===== src/rtl/mapa_cell_writer.sv =====
// Map RAM command front-end; optional shadow readback via MAPA_READBACK_EN. Cell write lands 1 cycle after
// accept, clear sweeps 64 cycles; CmdReady stays low (backpressure) whenever the block is outside IDLE.
module mapa_cell_writer #(
  parameter int MAP_W     = 8,
  parameter int MAP_CELLS = 64,
  parameter int MAX_CODE  = 6
) (
  input  logic       Clock,
  input  logic       Reset,
  input  logic       CmdValid,
  output logic       CmdReady,
  input  logic [1:0] CmdOp,
  input  logic [2:0] CmdX,
  input  logic [2:0] CmdY,
  input  logic [3:0] CmdCode,
  output logic       Busy,
  output logic       ErrSticky,
  input  logic       ErrClear,
  output logic [3:0] MapaData,
  output logic [5:0] MapaAddr,
  output logic       MapaWrite
`ifdef MAPA_READBACK_EN
  ,
  input  logic [2:0] RdX,
  input  logic [2:0] RdY,
  output logic [3:0] RdData
`endif
);

  localparam int ADDR_W = 6;
  localparam logic [ADDR_W-1:0] LAST_CELL = ADDR_W'(MAP_CELLS - 1);

  typedef enum logic [1:0] {IDLE, WRITE, CLEAR} state_t;

  state_t            state_q, state_d;
  logic [ADDR_W-1:0] sweep_q, sweep_d;
  logic              ready_q, ready_d;
  logic              busy_q, busy_d;
  logic              err_q, err_d;
  logic [3:0]        data_q, data_d;
  logic [ADDR_W-1:0] addr_q, addr_d;
  logic              write_q, write_d;

  logic              accept;
  logic              code_bad;
  logic [3:0]        code_safe;
  logic [ADDR_W-1:0] cell_addr;
  logic              err_set;

  assign accept    = CmdValid & ready_q;
  assign code_bad  = CmdCode > 4'(MAX_CODE);
  assign code_safe = code_bad ? 4'd0 : CmdCode;
  assign cell_addr = ADDR_W'(CmdX) + ADDR_W'(CmdY) * ADDR_W'(MAP_W);

  always_comb begin
    state_d = state_q;
    sweep_d = sweep_q;
    ready_d = ready_q;
    busy_d  = busy_q;
    data_d  = data_q;
    addr_d  = addr_q;
    write_d = 1'b0;
    err_set = 1'b0;
    case (state_q)
      IDLE: begin
        ready_d = 1'b1;
        if (accept) begin
          case (CmdOp)
            2'b00: begin
              state_d = WRITE;
              ready_d = 1'b0;
              write_d = 1'b1;
              addr_d  = cell_addr;
              data_d  = code_safe;
              err_set = code_bad;
            end
            2'b01: begin
              // Fill code parks in the data register for the whole sweep.
              state_d = CLEAR;
              ready_d = 1'b0;
              busy_d  = 1'b1;
              write_d = 1'b1;
              addr_d  = '0;
              sweep_d = '0;
              data_d  = code_safe;
              err_set = code_bad;
            end
            2'b11:   err_set = 1'b1;
            default: ;
          endcase
        end
      end
      WRITE: begin
        state_d = IDLE;
        ready_d = 1'b1;
      end
      CLEAR: begin
        if (sweep_q == LAST_CELL) begin
          state_d = IDLE;
          ready_d = 1'b1;
          busy_d  = 1'b0;
        end else begin
          sweep_d = sweep_q + 1'b1;
          addr_d  = sweep_q + 1'b1;
          write_d = 1'b1;
        end
      end
      default: begin
        state_d = IDLE;
        ready_d = 1'b0;
        busy_d  = 1'b0;
      end
    endcase
    err_d = ErrClear ? 1'b0 : (err_q | err_set);
  end

  always_ff @(posedge Clock or posedge Reset) begin
    if (Reset) begin
      state_q <= IDLE;
      sweep_q <= '0;
      ready_q <= 1'b0;
      busy_q  <= 1'b0;
      err_q   <= 1'b0;
      data_q  <= '0;
      addr_q  <= '0;
      write_q <= 1'b0;
    end else begin
      state_q <= state_d;
      sweep_q <= sweep_d;
      ready_q <= ready_d;
      busy_q  <= busy_d;
      err_q   <= err_d;
      data_q  <= data_d;
      addr_q  <= addr_d;
      write_q <= write_d;
    end
  end

  assign CmdReady  = ready_q;
  assign Busy      = busy_q;
  assign ErrSticky = err_q;
  assign MapaData  = data_q;
  assign MapaAddr  = addr_q;
  assign MapaWrite = write_q;

`ifdef MAPA_READBACK_EN
  logic [3:0]        shadow_q [MAP_CELLS];
  logic [3:0]        shadow_d [MAP_CELLS];
  logic [3:0]        rd_data_q, rd_data_d;
  logic [ADDR_W-1:0] rd_addr;

  assign rd_addr = ADDR_W'(RdX) + ADDR_W'(RdY) * ADDR_W'(MAP_W);

  // Read uses the pre-edge shadow, so a same-cycle write returns the old value.
  always_comb begin
    shadow_d = shadow_q;
    if (write_q) shadow_d[addr_q] = data_q;
    rd_data_d = shadow_q[rd_addr];
  end

  always_ff @(posedge Clock or posedge Reset) begin
    if (Reset) begin
      for (int i = 0; i < MAP_CELLS; i++) shadow_q[i] <= '0;
      rd_data_q <= '0;
    end else begin
      shadow_q  <= shadow_d;
      rd_data_q <= rd_data_d;
    end
  end

  assign RdData = rd_data_q;
`endif

endmodule


===== config.mk =====
export PLATFORM = sky130hd
export DESIGN_NAME = mapa_cell_writer
export DESIGN_NICKNAME = d
export VERILOG_FILES = /design/src/rtl/mapa_cell_writer.sv
export SDC_FILE = /design/constraint.sdc
export NUM_CORES = 1
export LEC_CHECK = 0
export CORE_MARGIN = 2
export CORE_UTILIZATION = 54
export CTS_BUF_LIST = sky130_fd_sc_hd__clkbuf_2 sky130_fd_sc_hd__clkbuf_4 sky130_fd_sc_hd__clkbuf_8
export CTS_CLUSTER_SIZE = 25
export DETAILED_ROUTE_END_ITERATION = 6
export GPL_ROUTABILITY_DRIVEN = 1
export HOLD_SLACK_MARGIN = 0.02
export PLACE_DENSITY = 0.9
export SLEW_MARGIN = 20
export SYNTH_ARGS = -nofsm -noshare
export SYNTH_HDL_FRONTEND = slang
export SYNTH_SLANG_ARGS = --single-unit
export TNS_END_PERCENT = 1

===== constraint.sdc =====
create_clock -name Clock -period 3.55 [get_ports Clock]
set_input_delay 0.71 -clock Clock [delete_from_list [all_inputs] [get_ports Clock]]
set_output_delay 0.71 -clock Clock [all_outputs]
set_load 0.02 [all_outputs]

# Word-level counts from Yosys, hierarchy flattened

Cells that the tools add are included.

Logic and storage cells: 61
Bits in registers: 22
Output and inout bits: 14
Input port bits: 16

Bitwise gates (word level): 3
Reduce and logical (&&, ||, !) cells: 9
$lt $le $gt $ge: 1
Mux-type cells: 28
$add $sub $neg: 2
Eq/ne operators: 10

Operators with widths:

| operator              | count |
|---|---|
| $pmux W6 S2           | 3 |
| $mux W6               | 4 |
| $mux W1               | 12 |
| $reduce_and A4 Y1     | 3 |
| $pmux W2 S2           | 2 |
| $add A3 B6 Y6         | 1 |
| $add A6 B1 Y6 const B | 1 |
| $eq A6 B6 Y1 const B  | 1 |
| $ne A2 B2 Y1 const B  | 3 |
| $pmux W1 S3           | 2 |
| $reduce_and A3 Y1     | 2 |
| $eq A2 B1 Y1 const B  | 2 |
| $eq A2 B2 Y1 const B  | 2 |
| $gt A4 B3 Y1 const B  | 1 |
| $logic_not A2 Y1      | 2 |
| $mux W2               | 2 |
| $mux W4               | 1 |
| $pmux W1 S2           | 2 |
| $ne A3 B1 Y1 const B  | 1 |
| $ne A2 B1 Y1 const B  | 1 |
| $reduce_bool A2 Y1    | 1 |
| $reduce_or A2 Y1      | 1 |
| $and A1 B1 Y1         | 1 |
| $not A1 Y1            | 1 |
| $or A1 B1 Y1          | 1 |

# Logic depth before layout (Yosys ltp)

Depth in word-level cells: 7
Depth in mapped cells: 8
Depth with buffers taken out: 6

# Worst setup path before layout

Ideal clock, no wire load.

Path kind: input -> register
Start point: input CmdOp[1]
End point: register sweep_q[2]
Setup time: 121 ps
Arrival: 1553 ps
Cell stages on the path: 4
Path slack: 1876 ps
Buffers on the path: 0
Cells stage by stage: nand4b_1 -> a32oi_4 -> o21ai_2 -> a22o_1

Longest elaborated chain between the ends: 3

Ends and longest elaborated chain:

| what                               | RTL line | source |
|---|---|---|
| start, declared                    | 12       | `input logic [1:0] CmdOp,` |
| $eq A2 B1 Y1                       | 68       | `case (CmdOp)` |
| $ne A2 B1 Y1 (no source line)      | n/a      |  |
| $reduce_and A4 Y1 (no source line) | n/a      |  |
| end signal, assigned               | 129      | `sweep_q <= sweep_d;` |
| end, declared                      | 36       | `logic [ADDR_W-1:0] sweep_q, sweep_d;` |

Every way passes these cells.
A chain may end at the register's enable or synchronous reset.

# Worst setup path in the final report

Start point: register ready_q, in the netlist CmdReady
End point: output CmdReady

RTL lines:

| what                   | RTL line | source |
|---|---|---|
| start, declared        | 37       | `logic ready_q, ready_d;` |
| start signal, assigned | 130      | `ready_q <= ready_d;` |
| end, declared          | 11       | `output logic CmdReady,` |

No word-level cell between the ends.

==> run metrics <==
status=finished clean; RSZ-0062 raised after global routing=no; GRT Max-Usage Layer=met2; Yosys cell types=41; Synthesis Warnings=0; Worst setup EP type=output pin; combinational group share of total power=0.484; Clock Path Buffers=2; Sw Ratio=0.387; final setup vio count=0; DRT Pass-1 Iters=4; CTS resizes=0; die span in x=51.7 microns; Clock Tree Root=clkbuf_4; PortBufs=29; GRT Util Overall=0.224; FF+latch count, synth=22; nets=169; CP max FO=6; Mapped Area=1230 sq um; Synth top cells by count=dfrtp_1, a21oi_1, nand2_1; clock tree from TritonCTS=done; delay-heaviest family, CP=buffers and inverters; initial DRC count=49; fill cell count=174; die area=2670 sq um; met3 Use GR=0.0345; fin crit share=0.594; switching power=0.000435 W; Max Cap Violations=0; Hold Path Class=flip-flop to flip-flop; endpoints failing hold=0; CP arrival=1400 ps; FF-to-FF setup slack=1460 ps; IO Pins=30; Power Dens Cells=722 nW/um^2; Skew-Pair Late Insertion Delay=320 ps; Clk network pwr share=0.174; share of cells above drive strength 1=0.0680; Main synth FF type=dfrtp_1; Detailed Place HPWL=1.92 mm; critical path class=flip-flop to output pin; CTS H-Tree Depth=1; register area=551 sq um; Max Slew Vio Count=0; Final Skew=10.7 ps; Die H=51.7 microns; Avg Inst Size Synth=10.1 sq um; drt via density=5.92; met2 Usage GRT=0.380; Setup crit start kind=flip-flop; core area=2170 sq um; CP max stage cell=clkdlybuf4s50_1; setup slack at placement=1200 ps; global routing usage on met1=0.283; routed wire length=2.64 mm; Pint=0.000688 W; grt ovf=0; Worst EP required=2840 ps; multi-input logic area=603 sq um; number of synthesized flops with an enable pin=0; Syn Nets=142; most common cell in the netlist=dfrtp_1; Worst VDD drop=0.461 mV; n_diodes=0; post-synth top area share=0.449; cts bufs inserted=3; clock-pin slew on the worst setup and hold paths=130 ps; min setup slack post-route=1440 ps; drt wl/cell=15.1 microns; setup_tns=0 ps; total number of vias=1036; Slew Limit Headroom=0.438; area delta synth->final=26.6%; Synth area leaders=dfrtp_1, ha_1, a21oi_1, a22o_1, nand2_1; Max Clock Freq=474 MHz; register area share after synthesis=0.449; Initial Util=0.566; drt drc=0; crit-path max cell delay=640 ps; initial antenna violation count=0; global-route wire length before repair=4.53 mm; row count=17; Setup Fix Bufs, Post-CTS=0; CP Buf/Inv Count=1; clock sinks=22; Synth area leader=dfrtp_1; min Tclk post-route=2110 ps; Leak=0.679 nW; post-synthesis cell count=121; largest net degree at the start of global routing=23; Async SR Flop Fraction=1.00; routability cong.=0.765; cell chain of the critical path=clkdlybuf4s50_1; CTS Hold Bufs=0; Seq pwr share=0.342; Routed Antenna Nets=0; number of global-route vias before repair=1027; Tightest Pin Transition=842 ps
## cells by family after synthesis
kind of cell    share of synthesized area
compound gates                      0.258
simple gates                        0.168
flops                               0.449
xor+xnor                           0.0143
buf+inv                            0.0601
fa+ha+maj                          0.0510
## through the flow
stage                     hold WS (ps)  cell area [sq um]  total power (W)  std cells  utilization
after CTS                          506               1550          0.00113        175        0.716
final                              498               1550          0.00112        175        0.716
after global placement             470               1500         0.000913        171        0.692
after global routing               531               1550          0.00120        175        0.716
after detailed placement           475               1500         0.000929        171        0.692
after floorplan                    506               1230         0.000738        121            -
## cell type report
class / count / share of cell area
multi-input combinational: 86 / 0.388
sequential: 22 / 0.354
timing repair buffer: 29 / 0.187
tap: 28 / 0.0225
clock inverter: 1 / 0.0193
clock buffer: 3 / 0.0145
inverter: 6 / 0.0145
## worst paths after layout
path / startpoint / depth (start not counted) / to
setup / recovery: CmdReady$_DFFE_PP0N_ / 1 / CmdReady
hold / removal: MapaAddr[0]$_DFFE_PP0P_ / 2 / MapaAddr[0]$_DFFE_PP0P_
setup reg to reg: state_q[0]$_DFFE_PP0P_ / 6 / MapaAddr[5]$_DFFE_PP0P_
hold reg to reg: MapaAddr[0]$_DFFE_PP0P_ / 2 / MapaAddr[0]$_DFFE_PP0P_
max in group asynchronous: Reset / 2 / sweep_q[3]$_DFFE_PP0P_
min in group asynchronous: Reset / 2 / MapaAddr[5]$_DFFE_PP0P_
## routing by layer
layer,share of wire,up-vias,routed length [microns]
li1,-,497,-
met1,0.43,485,1130
met2,0.48,49,1270
met3,0.074,5,196
met4,0.016,0,42
met5,0,-,0
## power groups by stage
stage	sequential (W)	clock [W]	combinational [W]
after detailed placement	0.000388	0	0.000541
after CTS	0.000384	0.000199	0.000545
after global routing	0.000394	0.000206	0.000600
after global placement	0.000383	0	0.000530
after floorplan	0.000452	0	0.000286
final	0.000384	0.000195	0.000543
## sequential cells by signal (all words and copies together), names as in the netlist
register and count:
Busy 1, CmdReady 1, ErrSticky 1, MapaAddr 6, MapaData 4, MapaWrite 1
state_q 2, sweep_q 6
## placed cells by master (no fill, tap or decap), types with 3 or more instances in the layout
| cell type | count |
|---|---|
| a21o_1 | 3 |
| a21oi_1 | 10 |
| a22o_1 | 5 |
| a22oi_1 | 4 |
| clkbuf_4 | 3 |
| clkdlybuf4s50_1 | 29 |
| dfrtp_1 | 22 |
| ha_1 | 5 |
| inv_1 | 6 |
| nand2_1 | 10 |
| nand3_1 | 3 |
| nor2_1 | 6 |
| nor2b_1 | 5 |
| o21ai_1 | 4 |
(Power assumes the default switching activity.)
